===== config.mk =====
export PLATFORM = sky130hd
export DESIGN_NAME = regfile_writeback
export DESIGN_NICKNAME = d
export VERILOG_FILES = /design/src/rtl/rv_pkg.sv /design/src/rtl/wb_fifo.sv /design/src/rtl/regfile_writeback.sv
export SDC_FILE = /design/constraint.sdc
export NUM_CORES = 1
export LEC_CHECK = 0
export BUFFER_PORTS_ARGS = -buffer_cell sky130_fd_sc_hd__buf_2
export CORE_MARGIN = 2
export CORE_UTILIZATION = 57
export DETAILED_ROUTE_END_ITERATION = 12
export GPL_ROUTABILITY_DRIVEN = 0
export HOLD_SLACK_MARGIN = 0.08
export PLACE_DENSITY = 0.9
export SYNTH_ARGS = -nofsm -noshare
export SYNTH_HDL_FRONTEND = slang
export SYNTH_SLANG_ARGS = --single-unit

===== constraint.sdc =====
create_clock -name clk -period 7.85 [get_ports clk]
set_clock_uncertainty 0.1 [all_clocks]
set_input_delay 2.355 -clock clk [delete_from_list [all_inputs] [get_ports clk]]
set_output_delay 2.355 -clock clk [all_outputs]
set_load 0.005 [all_outputs]

===== src/rtl/rv_pkg.sv =====
// Shared integer-pipeline definitions: register file geometry and the
// write-back request that travels from execute/memory into the register file.
package rv_pkg;

    localparam int XLEN       = 32;
    localparam int REG_ADDR_W = 5;
    localparam int NUM_REGS   = 32;

    typedef struct packed {
        logic [REG_ADDR_W-1:0] rd;
        logic [XLEN-1:0]       data;
    } wb_req_t;

endpackage


===== src/rtl/wb_fifo.sv =====
// Small synchronous FIFO that buffers long-latency write-back requests until
// they win the register file write port.
module wb_fifo
    import rv_pkg::*;
#(
    parameter int DEPTH = 2
) (
    input  logic    clk,
    input  logic    rst,
    input  logic    push,
    input  logic    pop,
    input  wb_req_t push_data,
    output wb_req_t head,
    output logic    full,
    output logic    empty
);

    localparam int PTR_W = $clog2(DEPTH);
    localparam int CNT_W = PTR_W + 1;

    wb_req_t            mem [DEPTH];
    logic [PTR_W-1:0]   wr_ptr;
    logic [PTR_W-1:0]   rd_ptr;
    logic [CNT_W-1:0]   count;
    logic               do_push;
    logic               do_pop;

    assign full    = (count == CNT_W'(DEPTH));
    assign empty   = (count == '0);
    assign do_push = push && !full;
    assign do_pop  = pop && !empty;
    assign head    = mem[rd_ptr];

    // Pointers wrap naturally because DEPTH is a power of two.
    always_ff @(posedge clk) begin
        if (rst) begin
            wr_ptr <= '0;
            rd_ptr <= '0;
            count  <= '0;
        end else begin
            if (do_push) wr_ptr <= wr_ptr + PTR_W'(1);
            if (do_pop)  rd_ptr <= rd_ptr + PTR_W'(1);
            if (do_push && !do_pop)      count <= count + CNT_W'(1);
            else if (do_pop && !do_push) count <= count - CNT_W'(1);
        end
    end

    always_ff @(posedge clk) begin
        if (do_push) mem[wr_ptr] <= push_data;
    end

endmodule


===== src/rtl/regfile_writeback.sv =====
// Merges ALU and long-latency results into one registered register file write
// per cycle and tracks destinations still waiting on a long-latency result.
module regfile_writeback
    import rv_pkg::*;
#(
    parameter int LSU_DEPTH    = 2,
    parameter int STARVE_LIMIT = 4
) (
    input  logic                  clk,
    input  logic                  rst,
    input  logic                  alu_valid_i,
    output logic                  alu_ready_o,
    input  logic [REG_ADDR_W-1:0] alu_rd_i,
    input  logic [XLEN-1:0]       alu_data_i,
    input  logic                  lsu_valid_i,
    output logic                  lsu_ready_o,
    input  logic [REG_ADDR_W-1:0] lsu_rd_i,
    input  logic [XLEN-1:0]       lsu_data_i,
    input  logic                  sb_set_i,
    input  logic [REG_ADDR_W-1:0] sb_set_rd_i,
    output logic [NUM_REGS-1:0]   pend_o,
    output logic [REG_ADDR_W-1:0] rd_addr_o,
    output logic [XLEN-1:0]       rd_data_o,
    output logic                  reg_write_o
);

    localparam logic [3:0] STARVE_MAX = 4'(STARVE_LIMIT);

    wb_req_t               fifo_head;
    wb_req_t               lsu_req;
    wb_req_t               winner;
    logic                  fifo_full;
    logic                  fifo_empty;
    logic                  fifo_push;
    logic                  fifo_pop;
    logic                  forced;
    logic                  have_winner;
    logic                  from_fifo;
    logic [3:0]            starve_cnt;
    logic [NUM_REGS-1:0]   pend;
    logic [NUM_REGS-1:0]   pend_next;

    assign lsu_req     = '{rd: lsu_rd_i, data: lsu_data_i};
    assign fifo_push   = lsu_valid_i && !fifo_full;
    assign lsu_ready_o = !fifo_full;
    assign alu_ready_o = !forced;
    assign pend_o      = pend;

    wb_fifo #(.DEPTH(LSU_DEPTH)) u_fifo (
        .clk       (clk),
        .rst       (rst),
        .push      (fifo_push),
        .pop       (fifo_pop),
        .push_data (lsu_req),
        .head      (fifo_head),
        .full      (fifo_full),
        .empty     (fifo_empty)
    );

    // A starved FIFO head beats the ALU; otherwise the ALU wins and the FIFO
    // drains only on cycles the ALU leaves idle.
    always_comb begin
        forced      = !fifo_empty && (starve_cnt == STARVE_MAX);
        fifo_pop    = 1'b0;
        have_winner = 1'b0;
        winner      = fifo_head;
        if (forced) begin
            fifo_pop    = 1'b1;
            have_winner = 1'b1;
        end else if (alu_valid_i) begin
            have_winner = 1'b1;
            winner      = '{rd: alu_rd_i, data: alu_data_i};
        end else if (!fifo_empty) begin
            fifo_pop    = 1'b1;
            have_winner = 1'b1;
        end
    end

    always_ff @(posedge clk) begin
        if (rst) begin
            starve_cnt <= '0;
        end else if (fifo_empty || fifo_pop) begin
            starve_cnt <= '0;
        end else if (starve_cnt != STARVE_MAX) begin
            starve_cnt <= starve_cnt + 4'd1;
        end
    end

    // Writes to x0 are swallowed here so the register file never sees them.
    always_ff @(posedge clk) begin
        if (rst) begin
            reg_write_o <= 1'b0;
            rd_addr_o   <= '0;
            rd_data_o   <= '0;
            from_fifo   <= 1'b0;
        end else begin
            reg_write_o <= have_winner && (winner.rd != '0);
            from_fifo   <= fifo_pop;
            if (have_winner && (winner.rd != '0)) begin
                rd_addr_o <= winner.rd;
                rd_data_o <= winner.data;
            end
        end
    end

    // Clear first so that a same-cycle set of the same register survives.
    always_comb begin
        pend_next = pend;
        if (reg_write_o && from_fifo) pend_next[rd_addr_o] = 1'b0;
        if (sb_set_i && (sb_set_rd_i != '0)) pend_next[sb_set_rd_i] = 1'b1;
        pend_next[0] = 1'b0;
    end

    always_ff @(posedge clk) begin
        if (rst) pend <= '0;
        else     pend <= pend_next;
    end

endmodule


### Word level (Yosys, flattened, before mapping)

Memories as Yosys holds them, arrays and structs flattened. A register that Yosys moved wholly into a read port is not among the register bits.
Index checks and enable logic that the tools add are counted.

| storage, ports and cells | value |
|---|---|
| output and inout bits | 72 |
| RAM bits | 74 |
| bits of input ports | 84 |
| register bits after elaboration | 79 |
| word-level logic and storage cells | 67 |
| memories | 1 |

| cells by class | value |
|---|---|
| $add $sub $neg | 5 |
| bitwise operators | 3 |
| equal/unequal tests | 3 |
| $lt $le $gt $ge | 4 |
| reduce and logical (&&, ||, !) cells | 22 |
| muxes and demuxes | 19 |

Memory list:

| memory | words | width | read ports | clocked after memory_dff | wr ports | RTL line | RTL |
|---|---|---|---|---|---|---|---|
| u_fifo.mem | 2 | 37 | 1 | 1 | 1 | wb_fifo.sv:21 | `wb_req_t mem [DEPTH];` |

Operator list:

| cell | number |
|---|---|
| two-way mux 37 bit | 2 |
| two-way mux 32 bit | 2 |
| AND 32 bit | 1 |
| inverter 32 bit | 1 |
| bitwise OR 32 bit | 1 |
| less-than comparator 5 x 6 -> 1 bit, second input constant | 2 |
| logical AND 1 bit | 11 |
| two-way mux 1 bit | 11 |
| demux 1 bit (select 5 bit) | 2 |
| >= comparator 5 x 1 -> 1 bit, second input constant | 2 |
| nonzero test 5 bit | 2 |
| zero test 1 bit | 5 |
| adder 4 x 1 -> 4 bit, second input constant | 1 |
| equality test 4 x 3 -> 1 bit, second input constant | 1 |
| two-way mux 2 bit | 2 |
| inequality test 4 x 3 -> 1 bit, second input constant | 1 |
| adder 1 bit, second input constant | 2 |
| adder 2 x 1 -> 2 bit, second input constant | 1 |
| equality test 2 bit, second input constant | 1 |
| zero test 2 bit | 1 |
| nonzero test 2 bit | 1 |
| OR reduction 2 bit | 1 |
| subtractor 2 x 1 -> 2 bit, second input constant | 1 |
| logical OR 1 bit | 1 |

### Logic depth before layout (Yosys ltp)

Gate-level depths: netlist of the first run.

| depth | value |
|---|---|
| depth after elaboration | 9 |
| depth in mapped cells | 9 |
| gate-level depth less buffers | 9 |

### Hierarchy

A second synthesis of the first run with hierarchy kept.

| second synthesis, totals | value |
|---|---|
| cells, all modules | 593 |
| area, all modules | 6,829.0 um^2 |

Modules (own cells, without submodules):

| module | instances | sequential area each (um^2) | cells each | area an instance (um^2) |
|---|---|---|---|---|
| regfile_writeback | 1 | 1,481.4 | 453 | 3,945.0 |
| wb_fifo | 1 | 2,322.2 | 140 | 2,884.0 |

### Worst setup path before layout of the first run

OpenSTA, ideal clock, no wires.

| path | value |
|---|---|
| path kind | input to register |
| start point | in lsu_valid_i |
| end point | mem u_fifo.mem[0][0] in the netlist's numbering (enable) |
| path slack | 3.316 ns |
| setup time | 0.431 ns |
| required time | 7.319 ns |
| path buffers | 0 |
| arrival | 4.003 ns |
| cell stages on the path | 2 |
| cell sequence | nand2_1 > nor2_1 |

| between the ends | value |
|---|---|
| cells in the longest elaborated chain, start to end | 4 |

Ends and longest elaborated chain:

| what | RTL line | RTL |
|---|---|---|
| start, declared | regfile_writeback.sv:15 | `input logic lsu_valid_i,` |
| logical AND 1 bit | regfile_writeback.sv:44 | `assign fifo_push = lsu_valid_i && !fifo_full;` |
| logical AND 1 bit | wb_fifo.sv:30 | `assign do_push = push && !full;` |
| two-way mux 1 bit | wb_fifo.sv:49 | `if (do_push) mem[wr_ptr] <= push_data;` |
| two-way mux 1 bit (implied by the code) | wb_fifo.sv:49 |  |
| end, declared | wb_fifo.sv:21 |  |

No other way between the ends.

### Worst setup path after layout of the first run

| path | value |
|---|---|
| start point | in alu_rd_i[3] |
| end point | reg rd_data_o[1] |

| between the ends | value |
|---|---|
| cells in the longest elaborated chain, start to end | 4 |

Ends and longest elaborated chain:

| what | RTL line | RTL |
|---|---|---|
| start, declared | regfile_writeback.sv:13 | `input logic [REG_ADDR_W-1:0] alu_rd_i,` |
| two-way mux 37 bit | regfile_writeback.sv:70 | `end else if (alu_valid_i) begin` |
| two-way mux 37 bit | regfile_writeback.sv:67 | `if (forced) begin` |
| nonzero test 5 bit | regfile_writeback.sv:99 | `if (have_winner && (winner.rd != '0)) begin` |
| logical AND 1 bit | regfile_writeback.sv:99 |  |
| end signal, assigned | regfile_writeback.sv:101 | `rd_data_o <= winner.data;` |
| end, declared | regfile_writeback.sv:23 | `output logic [XLEN-1:0] rd_data_o,` |

No other way between the ends.
A chain may end at the register's enable or synchronous reset.

==> results of run 1 <==
==> logic make-up after synthesis <==
kind of cell | Yosys count
mux | 71
xor+xnor | 5
buf+inv | 40
compound gates | 110
simple gates | 163
fa+ha+maj | 3
other cells | 1
flops | 153
==> power by group <==
| group | total (mW) | switching [mW] | leakage (nW) | internal, mW |
|---|---|---|---|---|
| Combinational | 0.438 | 0.239 | 1.50 | 0.199 |
| Clock | 0.743 | 0.338 | 0.261 | 0.404 |
| Sequential | 1.07 | 0.0959 | 1.34 | 0.971 |
==> stage by stage <==
step	util (%)	hold slack [ns]	instances	area, um^2	power [mW]
after detailed placement	66.1	0.355	810	7170	1.51
after global placement	66.1	0.341	810	7170	1.48
after global routing	71.1	0.386	842	7710	2.34
after floorplan	-	0.330	546	6350	1.34
after CTS	71.1	0.366	842	7710	2.26
final	71.1	0.368	842	7710	2.25
==> worst paths after layout <==
check | start | cells past startpoint | endpoint | slack [ns]
max | alu_rd_i[3] | 6 | rd_data_o[1]$_SDFFE_PP0P_ | 3.34
max reg2reg | register | 6 | rd_data_o[1]$_SDFFE_PP0P_ | 4.47
min reg2reg | rd_data_o[9]$_SDFFE_PP0P_ | 2 | rd_data_o[9]$_SDFFE_PP0P_ | 0.37
min | rd_data_o[9]$_SDFFE_PP0P_ | 2 | rd_data_o[9]$_SDFFE_PP0P_ | 0.37
==> synth_stat cells, types with 2 or more instances <==
master	n
edfxtp_1	74
inv_1	7
a21oi_1	34
or3_1	4
or4_1	33
and3b_1	2
nor4_1	2
o21ai_1	20
xor2_1	4
nor3_1	4
buf_2	7
nand2b_1	34
ha_1	3
or2_2	2
clkbuf_2	3
mux2_2	34
clkbuf_1	17
o21ai_0	49
nand3_1	7
nand2_1	44
o32ai_1	3
buf_6	4
dfxtp_1	79
buf_4	2
and3_1	3
mux2i_1	37
nor3b_1	5
nor2_1	17
==> layout by cell type (no fill, tap or decap), types with 4 or more instances in the layout <==
master and instances:
edfxtp_1 74, mux2_2 34, clkinv_4 5, xor2_1 4, o21ai_1 20, inv_1 7, nand2b_1 34, a21oi_1 34
mux2i_1 37, dfxtp_1 78, nand2_1 44, nor2_1 15, nor3_1 4, o21ai_0 49, or4_1 33, buf_2 154
clkbuf_16 16, nand3_1 7, or3_1 4, nor3b_1 5
==> sequential cells by signal (all words and copies together), names as in the netlist, named ones only <==
register,count
from_fifo,1
rd_addr_o,5
reg_write_o,1
u_fifo.mem,74
u_fifo.count,2
pend_o,31
starve_cnt,4
u_fifo.rd_ptr,1
u_fifo.wr_ptr,1
rd_data_o,32
==> final cells by class <==
class | instances | area, um^2
Clock buffer | 18 | 428
Tap cell | 140 | 175
Fill cell | 754 | 3130
Sequential cell | 153 | 3800
Inverter | 7 | 26.3
Clock inverter | 14 | 116
Multi-Input combinational cell | 353 | 2370
Timing Repair Buffer | 157 | 793
==> per-layer routing <==
metal | track usage (%) | up-vias | wire [um]
li1 | - | 2294 | -
met1 | 30.6 | 2381 | 5930
met2 | 46.3 | 281 | 7820
met3 | 9.13 | 44 | 1480
met4 | 10.7 | 2 | 326
met5 | 0 | - | 13
==> worst max-delay path: stages <==
cell and delay (ns):
buf_2 0.11, nor4_1 0.45, and4b_1 1.08, nor2_2 0.28
buf_4 0.33, o21ai_0 0.23
==> impl_metrics.ini, run 1 <==
[outcome]
status = completed

[synthesis]
synth-simple-area-share_pct = 14.7
syn_area_per_cell_um2 = 11.6
synth_compound_area_share_pct = 9.04
synthCells = 546
synth_edf_count = 74
synth_top_cells_by_area = edfxtp_1 35%, dfxtp_1 25%, mux2_2 6.0%
synth_top_area_share_pct = 35.0
yosys.area_share.adder_pct = 0.591
synth_top_family_by_area = simple AND/OR/NAND/NOR gates
yosysUniqueCellTypes = 40
yosysWarnings = 0
synth_xor_area_share_pct = 0.689
synth-main-ff-cell = dfxtp_1
async_flop_share_pct = 0
yosys_register_bits = 153
synthesis.nets = 633
synthesis.area_um2 = 6350
seq_area_frac_synth_pct = 59.9
yosysTopAreaCell = edfxtp_1
synthMuxAreaShare_pct = 11.9

[floorplan]
core_area_um2 = 10800
start_util_pct = 58.6
dieHeight_um = 110
ios = 156
fp-row-count = 38
die_x_um = 110
dieArea_um2 = 12000

[timing]
finalSetupTns_ns = 0
min_period_ns = 4.51
hold_viol_final = 0
worstMarginPinSlew_ns = 1.20
worst_slack_ns = 3.34
relSlewSlack_pct = 19.7
slew_violations = 0
finalCritPeriodShare_pct = 57.4
finalSetupViolations = 0
fmaxAchievable_ghz = 0.222
rsz0062_at_grt = no

[clock_tree]
cts_root_buffer = clkbuf_8
clockBufferDepth = 2
cts_max_level = 4
cts_made_buffers = 17
numClockSinks = 153
tritoncts = done
hold_buffers = 0
path_clk_slew_ns = 0.07
post_cts_buffers = 0
clkLatencyLatePin_ns = 0.54
cts-resized-gates = 0

[drt]
vias_per_cell = 5.94
drt_first_pass_iters = 5
drcViolationCount = 0
routed_wl_um = 15600
detail-route-antenna-nets = 0
drt_iter0_drc = 504
post_drt_wl_per_cell_um = 18.5
dr_total_vias = 5002

[place]
post-place-ws_ns = 2.94
dp_hpwl_um = 10200
port_buffers = 154

[global_routing]
grt_usage_pct = 26.8
antenna_found_initial = 1
grt_start_max_net_pins = 111
grt_pass1_wl_um = 24100
globalRouteOverflowTotal = 0
grt_pass1_vias = 4962

[worst_setup_path]
arrival_ns = 4.85
criticalPathCategory = in -> reg
cp-start-kind = primary input
cp_max_fo = 37
endpoint_kind = register
worstPathRequired_ns = 8.20

[layout]
drive_gt1_share_pct = 33.0
fin_nets = 776
num_antenna_cells = 0
area_delta_synth_final_pct = 21.4

[pwr]
power.density_nw_per_um2 = 291
vdd_drop_max_v = 0.000197
power.leakage_nw = 3.10

[worst_hold_path]
hold_class = reg -> reg

[flow_run]
maxCapViolations = 0
Power figures use the tool's default switching activity.
==> inputs of run 2 (changes only) <==
--- a/config.mk
+++ b/config.mk
@@ -7,11 +7,11 @@
 export LEC_CHECK = 0
 export BUFFER_PORTS_ARGS = -buffer_cell sky130_fd_sc_hd__buf_2
 export CORE_MARGIN = 2
-export CORE_UTILIZATION = 57
+export CORE_UTILIZATION = 53
 export DETAILED_ROUTE_END_ITERATION = 12
 export GPL_ROUTABILITY_DRIVEN = 0
 export HOLD_SLACK_MARGIN = 0.08
-export PLACE_DENSITY = 0.9
+export PLACE_DENSITY = 0.85
 export SYNTH_ARGS = -nofsm -noshare
 export SYNTH_HDL_FRONTEND = slang
 export SYNTH_SLANG_ARGS = --single-unit
==> constraint.sdc (replaced) <==
create_clock -name clk -period 4.6 [get_ports clk]
set_clock_uncertainty 0.1 [all_clocks]
set_input_delay 1.38 -clock clk [delete_from_list [all_inputs] [get_ports clk]]
set_output_delay 1.38 -clock clk [all_outputs]
set_load 0.005 [all_outputs]
==> impl_metrics.ini, run 2 (same netlist as run 1, synthesis figures left out) <==
[outcome]
status = completed

[worst_setup_path]
rr_worst_depth = 6
endpoint_kind = output pin
cp-start-kind = register
worst_r2r_endpoint = rd_data_o[19]$_SDFFE_PP0P_
worstPathRequired_ns = 3.12
cp_max_fo = 4
criticalPathCategory = reg -> out
arrival_ns = 1.48
r2r_slack_ns = 1.93

[timing]
worst_slack_ns = 1.64
slew_violations = 0
finalCritPeriodShare_pct = 64.4
fin_hold_ws_ns = 0.370
worstMarginPinSlew_ns = 1.12
relSlewSlack_pct = 25.5
fmaxAchievable_ghz = 0.338
rsz0062_at_grt = no
min_period_ns = 2.96
finalSetupViolations = 0
hold_viol_final = 0
finalSetupTns_ns = 0

[worst_hold_path]
worst_hold_path.num_cells = 1
hold_class = reg -> reg
min_from = starve_cnt[0]$_SDFFE_PP0P_
holdPathEnd = starve_cnt[0]$_SDFFE_PP0P_

[floorplan]
core_area_um2 = 11600
fp-row-count = 39
start_util_pct = 54.9
die_x_um = 113
ios = 156
dieHeight_um = 113
dieArea_um2 = 12900

[drt]
vias_per_cell = 5.71
drcViolationCount = 0
detail-route-antenna-nets = 0
routed_wl_um = 14200
dr_total_vias = 4850
drt_first_pass_iters = 5
drt_iter0_drc = 565
post_drt_wl_per_cell_um = 16.8

[layout]
final_common_cell = buf_2
fin_area_um2 = 7760
largest-register = u_fifo.mem
area_delta_synth_final_pct = 22.2
fin_nets = 778
drive_gt1_share_pct = 32.8
final_cell_mix = 154 x buf_2, 78 x dfxtp_1, 74 x edfxtp_1, 49 x o21ai_0, 44 x nand2_1
largest_reg_flops = 74

[clock_tree]
clkLatencyLatePin_ns = 0.42
cts_root_buffer = clkbuf_16
tritoncts = done
clockBufferDepth = 2
numClockSinks = 153
cts_max_level = 4
cts_made_buffers = 17
post_cts_buffers = 0
path_clk_slew_ns = 0.06
cts-resized-gates = 0
hold_buffers = 0

[global_routing]
grt_pass1_vias = 4761
grt_start_max_net_pins = 67
grt_pass1_wl_um = 22500
antenna_found_initial = 2
grt_usage_pct = 22.4
globalRouteOverflowTotal = 0

[flow_run]
maxCapViolations = 0

[pwr]
power.leakage_nw = 3.11
power.density_nw_per_um2 = 496
vdd_drop_max_v = 0.000365

[place]
dp_hpwl_um = 9620
dpl_cell_area_um2 = 7190
port_buffers = 154
post-place-ws_ns = 1.42
-- run 2: cell count changes in the layout (fill, tap and decap cells not counted), moves of 3 or more --
cell / delta
inv_6: -3
clkbuf_16: +3
clkinv_4: -4
clkinvlp_4: +3
-- run 2: worst max-delay path by stage --
stage / start / endpoint / slack, ns
floorplan: lsu_valid_i / u_fifo.mem[0][0]$_DFFE_PP_ / 1.04
global placement: alu_valid_i / rd_data_o[28]$_SDFFE_PP0P_ / 1.51
detailed placement: alu_valid_i / rd_data_o[19]$_SDFFE_PP0P_ / 1.42
CTS: starve_cnt[0]$_SDFFE_PP0P_ / alu_ready_o / 1.62
global route: starve_cnt[0]$_SDFFE_PP0P_ / alu_ready_o / 1.56
finish: starve_cnt[0]$_SDFFE_PP0P_ / alu_ready_o / 1.64
-- run 2: per-stage QoR --
stage	total power [mW]	util, %	cells
4_1_cts	3.87	67.1	847
3_5_place_dp	2.57	62.1	815
2_1_floorplan	2.28	-	546
6_report	3.85	67.1	849
3_3_place_gp	2.53	62.1	815
5_1_grt	4.02	67.1	847
-- run 2: layout make-up --
cell class | instances | area, um^2
antenna | 2 | 5.00
clock buffer | 23 | 510
sequential | 153 | 3800
timing repair buffer | 159 | 808
inverter | 7 | 26.3
clock inverter | 9 | 62.6
multi-input combinational | 353 | 2370
fill | 863 | 3800
tap | 143 | 179
-- run 2: critical path, stage by stage (launching register included) --
cell and delay, ns:
dfxtp_1 0.38, inv_1 0.06, ha_1 0.24, nand3b_4 0.12, nand2b_4 0.14, buf_2 0.12
-- run 2: report_power, final --
| group | leakage (nW) | internal, mW | total (mW) | switching [mW] |
|---|---|---|---|---|
| logic | 1.51 | 0.343 | 0.726 | 0.383 |
| registers | 1.34 | 1.66 | 1.81 | 0.157 |
| clock network | 0.261 | 0.780 | 1.31 | 0.529 |
-- run 2: routing by layer --
| metal | wire (um) | share of wire, % | up-vias | global-route usage [%] |
|---|---|---|---|---|
| li1 | - | - | 2290 | - |
| met1 | 5850 | 41 | 2272 | 27.6 |
| met2 | 6680 | 47 | 249 | 36.5 |
| met3 | 1330 | 9.3 | 37 | 6.70 |
| met4 | 374 | 2.6 | 2 | 10.5 |
| met5 | 8 | 0.056 | - | 0 |
==> inputs of run 3 (changes only) <==
--- a/config.mk
+++ b/config.mk
@@ -5,13 +5,14 @@
 export SDC_FILE = /design/constraint.sdc
 export NUM_CORES = 1
 export LEC_CHECK = 0
+export ABC_AREA = 1
 export BUFFER_PORTS_ARGS = -buffer_cell sky130_fd_sc_hd__buf_2
 export CORE_MARGIN = 2
-export CORE_UTILIZATION = 53
+export CORE_UTILIZATION = 48
 export DETAILED_ROUTE_END_ITERATION = 12
 export GPL_ROUTABILITY_DRIVEN = 0
 export HOLD_SLACK_MARGIN = 0.08
-export PLACE_DENSITY = 0.85
+export PLACE_DENSITY = 0.82
 export SYNTH_ARGS = -nofsm -noshare
 export SYNTH_HDL_FRONTEND = slang
 export SYNTH_SLANG_ARGS = --single-unit
==> constraint.sdc (replaced) <==
create_clock -name clk -period 2.55 [get_ports clk]
set_clock_uncertainty 0.1 [all_clocks]
set_input_delay 0.765 -clock clk [delete_from_list [all_inputs] [get_ports clk]]
set_output_delay 0.765 -clock clk [all_outputs]
set_load 0.005 [all_outputs]
==> impl_metrics.ini, run 3 <==
[outcome]
status = completed

[layout]
largest_reg_flops = 74
multiInputGateArea_um2 = 2190
area_delta_synth_final_pct = 25.9
num_antenna_cells = 0
fin_nets = 922
nFillCells = 1098
drive_gt1_share_pct = 29.4
largest-register = u_fifo.mem
final_util_pct = 62.2
final_cell_mix = 154 x nand2_1, 154 x buf_2, 80 x nand3_1, 79 x dfxtp_1, 74 x edfxtp_1
seq_area_um2 = 3800

[synthesis]
synth_top_cells_by_area = edfxtp_1 35%, dfxtp_1 25%, nand2_1 9.2%
synth-main-ff-cell = dfxtp_1
synth_common_cells = 154 x nand2_1, 80 x nand3_1, 79 x dfxtp_1
synth_edf_count = 74
yosysWarnings = 0
yosys_register_bits = 153
synthesis.area_um2 = 6260
synthCells = 675
yosysTopAreaCell = edfxtp_1
async_flop_share_pct = 0
synthesis.nets = 762
synth.most_common_cell = nand2_1
seq_area_frac_synth_pct = 60.8
syn_area_per_cell_um2 = 9.27
yosysUniqueCellTypes = 31
synth_top_area_share_pct = 35.5

[drt]
vias_per_cell = 5.15
drt_iter0_drc = 434
post_drt_wl_per_cell_um = 14.5
dr_total_vias = 5255
detail-route-antenna-nets = 0
drt_first_pass_iters = 6
drcViolationCount = 0
routed_wl_um = 14800

[clock_tree]
path_clk_slew_ns = 0.06
clkLatencyLatePin_ns = 0.41
clockBufferDepth = 2
tritoncts = done
cts-resized-gates = 0
cts_made_buffers = 17
numClockSinks = 153
cts_max_level = 4
post_cts_buffers = 0
cts_root_buffer = clkbuf_16
hold_buffers = 0

[worst_setup_path]
rr_worst_depth = 9
cp-start-kind = register
criticalPathCategory = reg -> out
r2r_slack_ns = 0.33
cp_max_fo = 7
worstPathRequired_ns = 1.69
worst_r2r_endpoint = rd_data_o[0]$_SDFFE_PP0P_
endpoint_kind = output pin
arrival_ns = 1.40

[worst_hold_path]
worst_hold_path.num_cells = 1
holdPathEnd = starve_cnt[0]$_SDFFE_PP0P_
min_from = starve_cnt[0]$_SDFFE_PP0P_
hold_class = reg -> reg

[pwr]
swShare_pct = 29.2
power.leakage_nw = 3.41
clkPwrFrac_pct = 34.6
switchingPower_mw = 2.14
comb_power_share_pct = 21.6
p_seq_share_pct = 43.8
power.density_nw_per_um2 = 931
vdd_drop_max_v = 0.000512
p_int_mw = 5.20

[timing]
worst_slack_ns = 0.281
relSlewSlack_pct = 63.8
hold_viol_final = 0
worstMarginPinSlew_ns = 0.543
finalSetupViolations = 0
min_period_ns = 2.27
fin_hold_ws_ns = 0.360
slew_violations = 0
finalSetupTns_ns = 0
rsz0062_at_grt = no
fmaxAchievable_ghz = 0.441
finalCritPeriodShare_pct = 89.0

[global_routing]
grt_pass1_wl_um = 24200
grt_pass1_vias = 5155
grt_usage_pct = 21.8
grt_start_max_net_pins = 39
antenna_found_initial = 0
globalRouteOverflowTotal = 0

[floorplan]
start_util_pct = 49.4
dieArea_um2 = 14000
core_area_um2 = 12700
fp-row-count = 41
ios = 156
dieHeight_um = 118
die_x_um = 118

[place]
post-place-ws_ns = 0.288
port_buffers = 154
dp_hpwl_um = 10200

[flow_run]
maxCapViolations = 0
run 3: how the worst max path moves through the flow:
stage,start,to,depth (start not counted)
6_report,starve_cnt[1]$_SDFFE_PP0P_,alu_ready_o,6
5_1_grt,register,rd_data_o[0]$_SDFFE_PP0P_,9
4_1_cts,starve_cnt[0]$_SDFFE_PP0P_,alu_ready_o,6
3_5_place_dp,alu_valid_i,rd_data_o[31]$_SDFFE_PP0P_,9
3_3_place_gp,alu_valid_i,rd_data_o[0]$_SDFFE_PP0P_,8
2_1_floorplan,lsu_valid_i,u_fifo.mem[1][0]$_DFFE_PP_,2
run 3: routing by layer:
layer / part of all wire [%] / wire length, um / global-route usage (%)
met3: 6.6 / 971 / 5.12
met1: 40 / 5930 / 25.4
met5: 0 / 0 / 0
met2: 51 / 7490 / 37.7
met4: 2.9 / 428 / 10.7
run 3: cells by family after synthesis:
group,after synthesis,share of synthesized area [%]
other cells,1,0.0599
flops,153,60.8
fa+ha+maj,3,0.600
xor+xnor,3,0.420
compound gates,114,9.59
buf+inv,64,4.46
simple gates,337,24.1
run 3: cell type report:
cell class	instances	area share [%]
clock buffers	22	5.89
clock inverters	10	1.81
inverters	32	1.56
multi-input cells	458	27.8
flip-flops and latches	153	48.3
well taps	172	2.73
repair buffers	173	11.9
run 3: metrics by stage:
step | area (um^2) | cells | power, mW
after CTS | 7880 | 1020 | 7.40
after global placement | 7270 | 988 | 4.80
after global routing | 7880 | 1020 | 7.73
after floorplan | 6260 | 675 | 4.26
final | 7880 | 1020 | 7.34
after detailed placement | 7270 | 988 | 4.85
run 3: worst max-delay path, stage by stage (launching register included):
cell and delay (ns):
dfxtp_1 0.34, inv_1 0.07, ha_1 0.15, nand2_2 0.07, nor2_4 0.13, nand2_4 0.10
buf_2 0.14
run 3: power by group through the flow:
stage / Clock (mW) / Combinational (mW) / Sequential, mW
3_5_place_dp: 0 / 1.59 / 3.26
3_3_place_gp: 0 / 1.55 / 3.25
4_1_cts: 2.57 / 1.61 / 3.22
2_1_floorplan: 0 / 1.02 / 3.25
6_report: 2.54 / 1.59 / 3.21
5_1_grt: 2.68 / 1.79 / 3.26
